==> config.mk <==
export PLATFORM = sky130hd
export DESIGN_NAME = conv_sequencer
export DESIGN_NICKNAME = d
export VERILOG_FILES = /design/src/rtl/conv_pkg.sv /design/src/rtl/conv_valid_pipe.sv /design/src/rtl/conv_sequencer.sv
export SDC_FILE = /design/constraint.sdc
export NUM_CORES = 1
export LEC_CHECK = 0
export BUFFER_PORTS_ARGS = -buffer_cell sky130_fd_sc_hd__buf_2
export CORE_ASPECT_RATIO = 0.9
export CORE_MARGIN = 2
export CORE_UTILIZATION = 45
export CTS_CLUSTER_DIAMETER = 50
export DETAILED_ROUTE_END_ITERATION = 16
export PLACE_DENSITY = 0.69
export SYNTH_ARGS = -nofsm -noshare
export SYNTH_HDL_FRONTEND = slang
export SYNTH_HIERARCHICAL = 1
export SYNTH_SLANG_ARGS = --single-unit
==> constraint.sdc <==
create_clock -name clk -period 3 [get_ports clk]
set_input_delay 0.6 -clock clk [delete_from_list [all_inputs] [get_ports clk]]
set_output_delay 0.6 -clock clk [all_outputs]
set_load 0.01 [all_outputs]
==> src/rtl/conv_pkg.sv <==
// Shared types and helpers for the convolution stripe sequencer.
package conv_pkg;

    typedef enum logic [2:0] {
        IDLE,
        FILL,
        SWAP,
        COMPUTE,
        WAIT_PF,
        DRAIN,
        DONE
    } state_e;

    // Number of valid window positions along one image edge.
    function automatic int out_dim(input int image_size, input int kernel_size);
        return image_size - kernel_size + 1;
    endfunction

endpackage

==> src/rtl/conv_valid_pipe.sv <==
// Delay line carrying a valid bit and its payload; advances only when adv=1.
module conv_valid_pipe #(
    parameter int DEPTH = 4,
    parameter int WIDTH = 8
) (
    input  logic             clk,
    input  logic             rst,
    input  logic             adv,
    input  logic             in_valid,
    input  logic [WIDTH-1:0] in_data,
    output logic             out_valid,
    output logic [WIDTH-1:0] out_data,
    output logic             empty
);

    logic [DEPTH-1:0] valid_q;
    logic [WIDTH-1:0] data_q [DEPTH];

    always_ff @(posedge clk or negedge rst) begin
        if (!rst) begin
            valid_q <= '0;
            for (int i = 0; i < DEPTH; i++) data_q[i] <= '0;
        end else if (adv) begin
            valid_q[0] <= in_valid;
            // Idle slots carry zeros so the coordinate outputs stay quiet.
            data_q[0]  <= in_valid ? in_data : '0;
            for (int i = 1; i < DEPTH; i++) begin
                valid_q[i] <= valid_q[i-1];
                data_q[i]  <= data_q[i-1];
            end
        end
    end

    assign out_valid = valid_q[DEPTH-1];
    assign out_data  = data_q[DEPTH-1];
    assign empty     = ~|valid_q;

endmodule

==> src/rtl/conv_sequencer.sv <==
// Stripe sequencer for a KxK convolution over a ping/pong row buffer.
// Optional CONV_SEQ_PERF_EN adds busy-cycle and stall-cycle counters.
module conv_sequencer
    import conv_pkg::*;
#(
    parameter int IMAGE_SIZE  = 16,
    parameter int KERNEL_SIZE = 3,
    parameter int CONV_LAT    = 4
) (
    input  logic                          clk,
    input  logic                          rst,
    input  logic                          start,
    output logic                          busy,
    output logic                          done,
    output logic                          row_req,
    output logic [$clog2(IMAGE_SIZE)-1:0] row_addr,
    input  logic                          row_ack,
    output logic                          ping_wr_en,
    output logic                          pong_wr_en,
    output logic                          ping_rd_en,
    output logic                          pong_rd_en,
    output logic                          conv_en,
    output logic                          pipe_hold,
    output logic [$clog2(IMAGE_SIZE)-1:0] win_col,
    output logic                          out_valid,
    input  logic                          out_ready,
    output logic [$clog2(IMAGE_SIZE)-1:0] out_row,
    output logic [$clog2(IMAGE_SIZE)-1:0] out_col,
`ifdef CONV_SEQ_PERF_EN
    output logic [31:0]                   cycle_cnt,
    output logic [31:0]                   stall_cnt,
`endif
    output state_e                        dbg_state
);

    localparam int AW = $clog2(IMAGE_SIZE);
    localparam int OD = out_dim(IMAGE_SIZE, KERNEL_SIZE);
    localparam int KW = $clog2(KERNEL_SIZE + 1);
    localparam logic [AW-1:0] LAST_IDX = AW'(OD - 1);
    localparam logic [KW-1:0] K_LAST   = KW'(KERNEL_SIZE - 1);

    state_e          state, state_n;
    logic [AW-1:0]   stripe, stripe_n;
    logic [AW-1:0]   win_col_q, win_col_n;
    logic [KW-1:0]   k, k_n;
    logic            wr_bank, wr_bank_n;
    logic            rd_bank, rd_bank_n;
    logic            rd_live, rd_live_n;
    logic            pf_done, pf_done_n;
    logic            fill_req, pf_req, ack_ok, last_ack, stall, pipe_empty;
    logic [2*AW-1:0] pipe_data;

    // Handshake: row_req holds until row_ack; an ack with no request is dropped.
    assign fill_req = (state == FILL);
    assign pf_req   = ((state == COMPUTE) || (state == WAIT_PF)) && !pf_done;
    assign row_req  = fill_req | pf_req;
    assign row_addr = stripe + AW'(k) + AW'(pf_req);
    assign ack_ok   = row_req & row_ack;
    assign last_ack = ack_ok && (k == K_LAST);
    assign stall    = out_valid & ~out_ready;

    always_ff @(posedge clk or negedge rst) begin
        if (!rst) begin
            state     <= IDLE;
            stripe    <= '0;
            win_col_q <= '0;
            k         <= '0;
            wr_bank   <= 1'b0;
            rd_bank   <= 1'b0;
            rd_live   <= 1'b0;
            pf_done   <= 1'b0;
        end else begin
            state     <= state_n;
            stripe    <= stripe_n;
            win_col_q <= win_col_n;
            k         <= k_n;
            wr_bank   <= wr_bank_n;
            rd_bank   <= rd_bank_n;
            rd_live   <= rd_live_n;
            pf_done   <= pf_done_n;
        end
    end

    always_comb begin
        state_n   = state;
        stripe_n  = stripe;
        win_col_n = win_col_q;
        k_n       = k;
        wr_bank_n = wr_bank;
        rd_bank_n = rd_bank;
        rd_live_n = rd_live;
        pf_done_n = pf_done;
        conv_en   = 1'b0;

        // Row loading runs independently of output stalls.
        if (ack_ok) begin
            k_n = last_ack ? '0 : k + KW'(1);
            if (last_ack && pf_req) pf_done_n = 1'b1;
        end

        case (state)
            IDLE: begin
                if (start) begin
                    state_n   = FILL;
                    stripe_n  = '0;
                    win_col_n = '0;
                    k_n       = '0;
                    wr_bank_n = 1'b0;
                    rd_live_n = 1'b0;
                end
            end
            FILL: begin
                if (last_ack) state_n = SWAP;
            end
            SWAP: begin
                rd_bank_n = wr_bank;
                wr_bank_n = ~wr_bank;
                rd_live_n = 1'b1;
                win_col_n = '0;
                k_n       = '0;
                pf_done_n = (stripe == LAST_IDX);
                state_n   = COMPUTE;
            end
            COMPUTE: begin
                if (!stall) begin
                    conv_en = 1'b1;
                    if (win_col_q == LAST_IDX) begin
                        win_col_n = '0;
                        if (stripe == LAST_IDX) begin
                            state_n = DRAIN;
                        end else if (pf_done || last_ack) begin
                            state_n  = SWAP;
                            stripe_n = stripe + AW'(1);
                        end else begin
                            state_n = WAIT_PF;
                        end
                    end else begin
                        win_col_n = win_col_q + AW'(1);
                    end
                end
            end
            WAIT_PF: begin
                if (pf_done || last_ack) begin
                    state_n  = SWAP;
                    stripe_n = stripe + AW'(1);
                end
            end
            DRAIN: begin
                if (pipe_empty) state_n = DONE;
            end
            DONE: begin
                state_n = IDLE;
            end
            default: state_n = IDLE;
        endcase
    end

    assign busy       = (state != IDLE);
    assign done       = (state == DONE);
    assign ping_wr_en = busy & ~wr_bank;
    assign pong_wr_en = busy & wr_bank;
    // No read bank exists until the first stripe has been swapped in.
    assign ping_rd_en = busy & rd_live & ~rd_bank;
    assign pong_rd_en = busy & rd_live & rd_bank;
    assign pipe_hold  = stall;
    assign win_col    = win_col_q;
    assign dbg_state  = state;

    conv_valid_pipe #(
        .DEPTH (CONV_LAT),
        .WIDTH (2 * AW)
    ) u_valid_pipe (
        .clk       (clk),
        .rst       (rst),
        .adv       (~stall),
        .in_valid  (conv_en),
        .in_data   ({stripe, win_col_q}),
        .out_valid (out_valid),
        .out_data  (pipe_data),
        .empty     (pipe_empty)
    );

    assign out_row = pipe_data[2*AW-1:AW];
    assign out_col = pipe_data[AW-1:0];

`ifdef CONV_SEQ_PERF_EN
    always_ff @(posedge clk or negedge rst) begin
        if (!rst) begin
            cycle_cnt <= '0;
            stall_cnt <= '0;
        end else if ((state == IDLE) && start) begin
            cycle_cnt <= '0;
            stall_cnt <= '0;
        end else begin
            if (busy && (cycle_cnt != '1)) cycle_cnt <= cycle_cnt + 32'd1;
            if (((state == WAIT_PF) || stall) && (stall_cnt != '1))
                stall_cnt <= stall_cnt + 32'd1;
        end
    end
`endif

endmodule

==> impl_metrics.toml <==
[critical_path]
endpoint_kind = "output pin"
arrival_ps = 2290
criticalPathCategory = "reg -> out"
endpoint = "row_addr[1]"
startpoint_type = "register"
rr_endpoint = "stripe[1]"
cpPeakStageDelay_ps = 410
path_max_fanout = 5
startpoint = "dbg_state[2]"
r2r-start = "win_col[0]"
worstPathRequired_ps = 2400
r2r_cells = 5
cp_cell_sequence = "and3b_4, a21oi_2, or2_1, fa_2, inv_1, fa_1, buf_2"
crit_slowest_cell = "fa_1"
r2r_setup_slack_ps = 1010

[clock_tree]
cts_tree = "built"
cts_made_buffers = 5
root_buffer = "clkbuf_8"
worstSkewPairLatency_ps = 310
htree_levels = 2
cts_hold_buf = 0
clk_pin_slew_worst_paths_ps = 100
cts_buffer_depth = 2
cts.sinks = 53

[routing]
routed_wl_um = 4940
drt-initial-drc-count = 86
firstDrtPassIters = 4
wl_per_cell_um = 14.3
remaining_drc_errors = 0
ant_nets = 0
num_vias = 1839
viasPerCell = 5.33

[floorplanning]
die_height_um = 78.5
dieArea_mm2 = 0.00681
io_pins = 34
die_x_um = 86.8
core_area_mm2 = 0.00605
fp-row-count = 27
start_util = 0.459

[yosys]
synth_xor_area_frac = 0.00631
synth_edf_count = 0
synthArstFlopShare = 1.00
yosys_warnings = 6
yosys-top-cells-area = "dfrtp_1, mux2_4, o21ai_0, inv_1, ha_1"
synth-compound-area-share = 0.118
synth.mux.area_fraction = 0.166
synthAdderAreaFrac = 0.0370
ys_seq_area_frac = 0.478
postSynthCellCount = 241
syn_nets = 253
synth-main-ff-cell = "dfrtp_1"
synth_top_area_frac = 0.478
synthSimpleGateAreaFrac = 0.118
synth_top_family_by_area = "multiplexers"
synth_top_cell_by_area = "dfrtp_1"
syn_area_per_cell_um2 = 11.5
syn_area_mm2 = 0.00278
ys_seq_elements = 53
synth.distinct_cells = 52

[layout]
area_growth_pct = 10.1
layout-drive-gt1-share = 0.315
fin_area_mm2 = 0.00306
final_common_cell = "dfrtp_1"
nets = 284
n_antenna_cell = 0
fillerInstances = 571
final_cell_mix = "dfrtp_1, buf_2, mux2_4"

[timing]
fin_crit_sh = 0.962
layout_setup_ws_ps = 114
fin_crit_ps = 2890
max_slew_margin = 0.550
drv_slew = 0
fin_skew_ps = 12.4
setup_violations = 0
final_hold_viol_count = 0
clock.fmax_ghz = 0.347
worstMarginPinSlew_ps = 675
setup_tns_ps = 0
grt_setup_unrepaired = "false"

[power_and_ir_drop]
p_leak_nw = 1.56
peakVddDrop_mv = 0.460
power_density_mw_per_mm2 = 825

[global_route]
antenna_found_initial = 0
first_global_vias = 1718
grt_pass1_wl_um = 8650
grt_usage = 0.159
grt_max_degree = 54
grt_overflow = 0

[place]
gp_congestion = 0.797
io_buffers = 33
postPlaceCellArea_mm2 = 0.00296
hpwlAfterDp_um = 3390
place_ws_ps = 343

[run]
maxCapViolations = 0

[hold_path]
hp-class = "in -> async"

[outcome]
run_status = "completed"
-- power breakdown --
| group | total (mW) | internal [mW] | switching (mW) | leakage, nW |
|---|---|---|---|---|
| logic | 1.15 | 0.501 | 0.644 | 0.794 |
| clock network | 0.405 | 0.167 | 0.238 | 0.0456 |
| registers | 0.971 | 0.840 | 0.131 | 0.723 |
-- worst min path at each step --
stage                               end  slack [ps]  cells past startpoint
5_1_grt        u_valid_pipe/out_data[7]         470                      2
2_1_floorplan              dbg_state[0]         300                      0
4_1_cts        u_valid_pipe/out_data[7]         430                      2
3_3_place_gp                    rd_live         480                      2
3_5_place_dp                    rd_live         490                      2
6_report                        rd_live         400                      2
-- cells in the mapped netlist (2+ instances only) --
library cell,n
buf_2,4
o21ai_0,19
nand2b_1,2
and2_1,2
buf_6,4
fa_1,2
or4_1,3
a2111oi_0,2
nand2_1,11
dfrtp_1,53
mux2_1,4
nand3_1,12
nor4_1,2
mux2_2,4
nor2_1,12
ha_1,5
o2bb2ai_1,3
mux2_4,24
inv_1,22
buf_4,8
nor3b_1,2
and3_1,2
o211ai_1,2
nand3b_1,2
a21oi_1,8
-- worst max-delay path, delay by kind of cell (launching register included) --
family | cells | cell delay, ps
fa+ha+maj | 2 | 760
simple gates | 2 | 540
flops | 1 | 390
compound gates | 1 | 60
buf+inv | 2 | 220
-- layer usage --
| layer | GRT usage | wire [um] |
|---|---|---|
| met4 | 0.0375 | 38 |
| met2 | 0.224 | 2200 |
| met3 | 0.0410 | 214 |
| met5 | 0 | 0 |
| met1 | 0.243 | 2490 |
-- final cells by class --
| class | count | area [um2] | share of cell area |
|---|---|---|---|
| clock inverter | 2 | 13.8 | 0.00450 |
| multi-input combinational | 148 | 1240 | 0.406 |
| sequential | 53 | 1330 | 0.434 |
| tap | 72 | 90.1 | 0.0295 |
| clock buffer | 6 | 72.6 | 0.0237 |
| timing repair buffer | 41 | 225 | 0.0737 |
| inverter | 23 | 86.3 | 0.0282 |
-- state kept, by name, indices dropped and copies added, names as in the netlist --
signal	flops
win_col	4
rd_bank	1
u_valid_pipe/out_data	8
k	2
wr_bank	1
rd_live	1
stripe	4
dbg_state	3
u_valid_pipe/valid_q	4
u_valid_pipe/data_q	24
pf_done	1
-- metrics by stage --
stage | hold slack (ps) | total power, mW | cells | util
CTS | 430 | 2.53 | 344 | 0.504
global route | 468 | 2.72 | 345 | 0.505
global placement | 483 | 2.08 | 336 | 0.489
floorplan | 304 | 1.78 | 241 | -
detailed placement | 486 | 2.11 | 336 | 0.489
finish | 400 | 2.52 | 345 | 0.505
-- repair_timing --
| item | CTS | global route |
|---|---|---|
| setup buffers | 0 | 1 |
| gates resized for setup | 1 | 1 |
| endpoints found under the setup margin | 1 | 2 |
-- cell families after synthesis --
| logic type | Yosys count |
|---|---|
| muxes | 33 |
| DFF | 53 |
| adders and majority gates | 7 |
| and+or+nand+nor | 59 |
| buffers and inverters | 40 |
| xor gates and xnor gates | 2 |
| AOI/OAI and AO/OA | 47 |
Note: power is estimated with default switching activity, not from simulation.
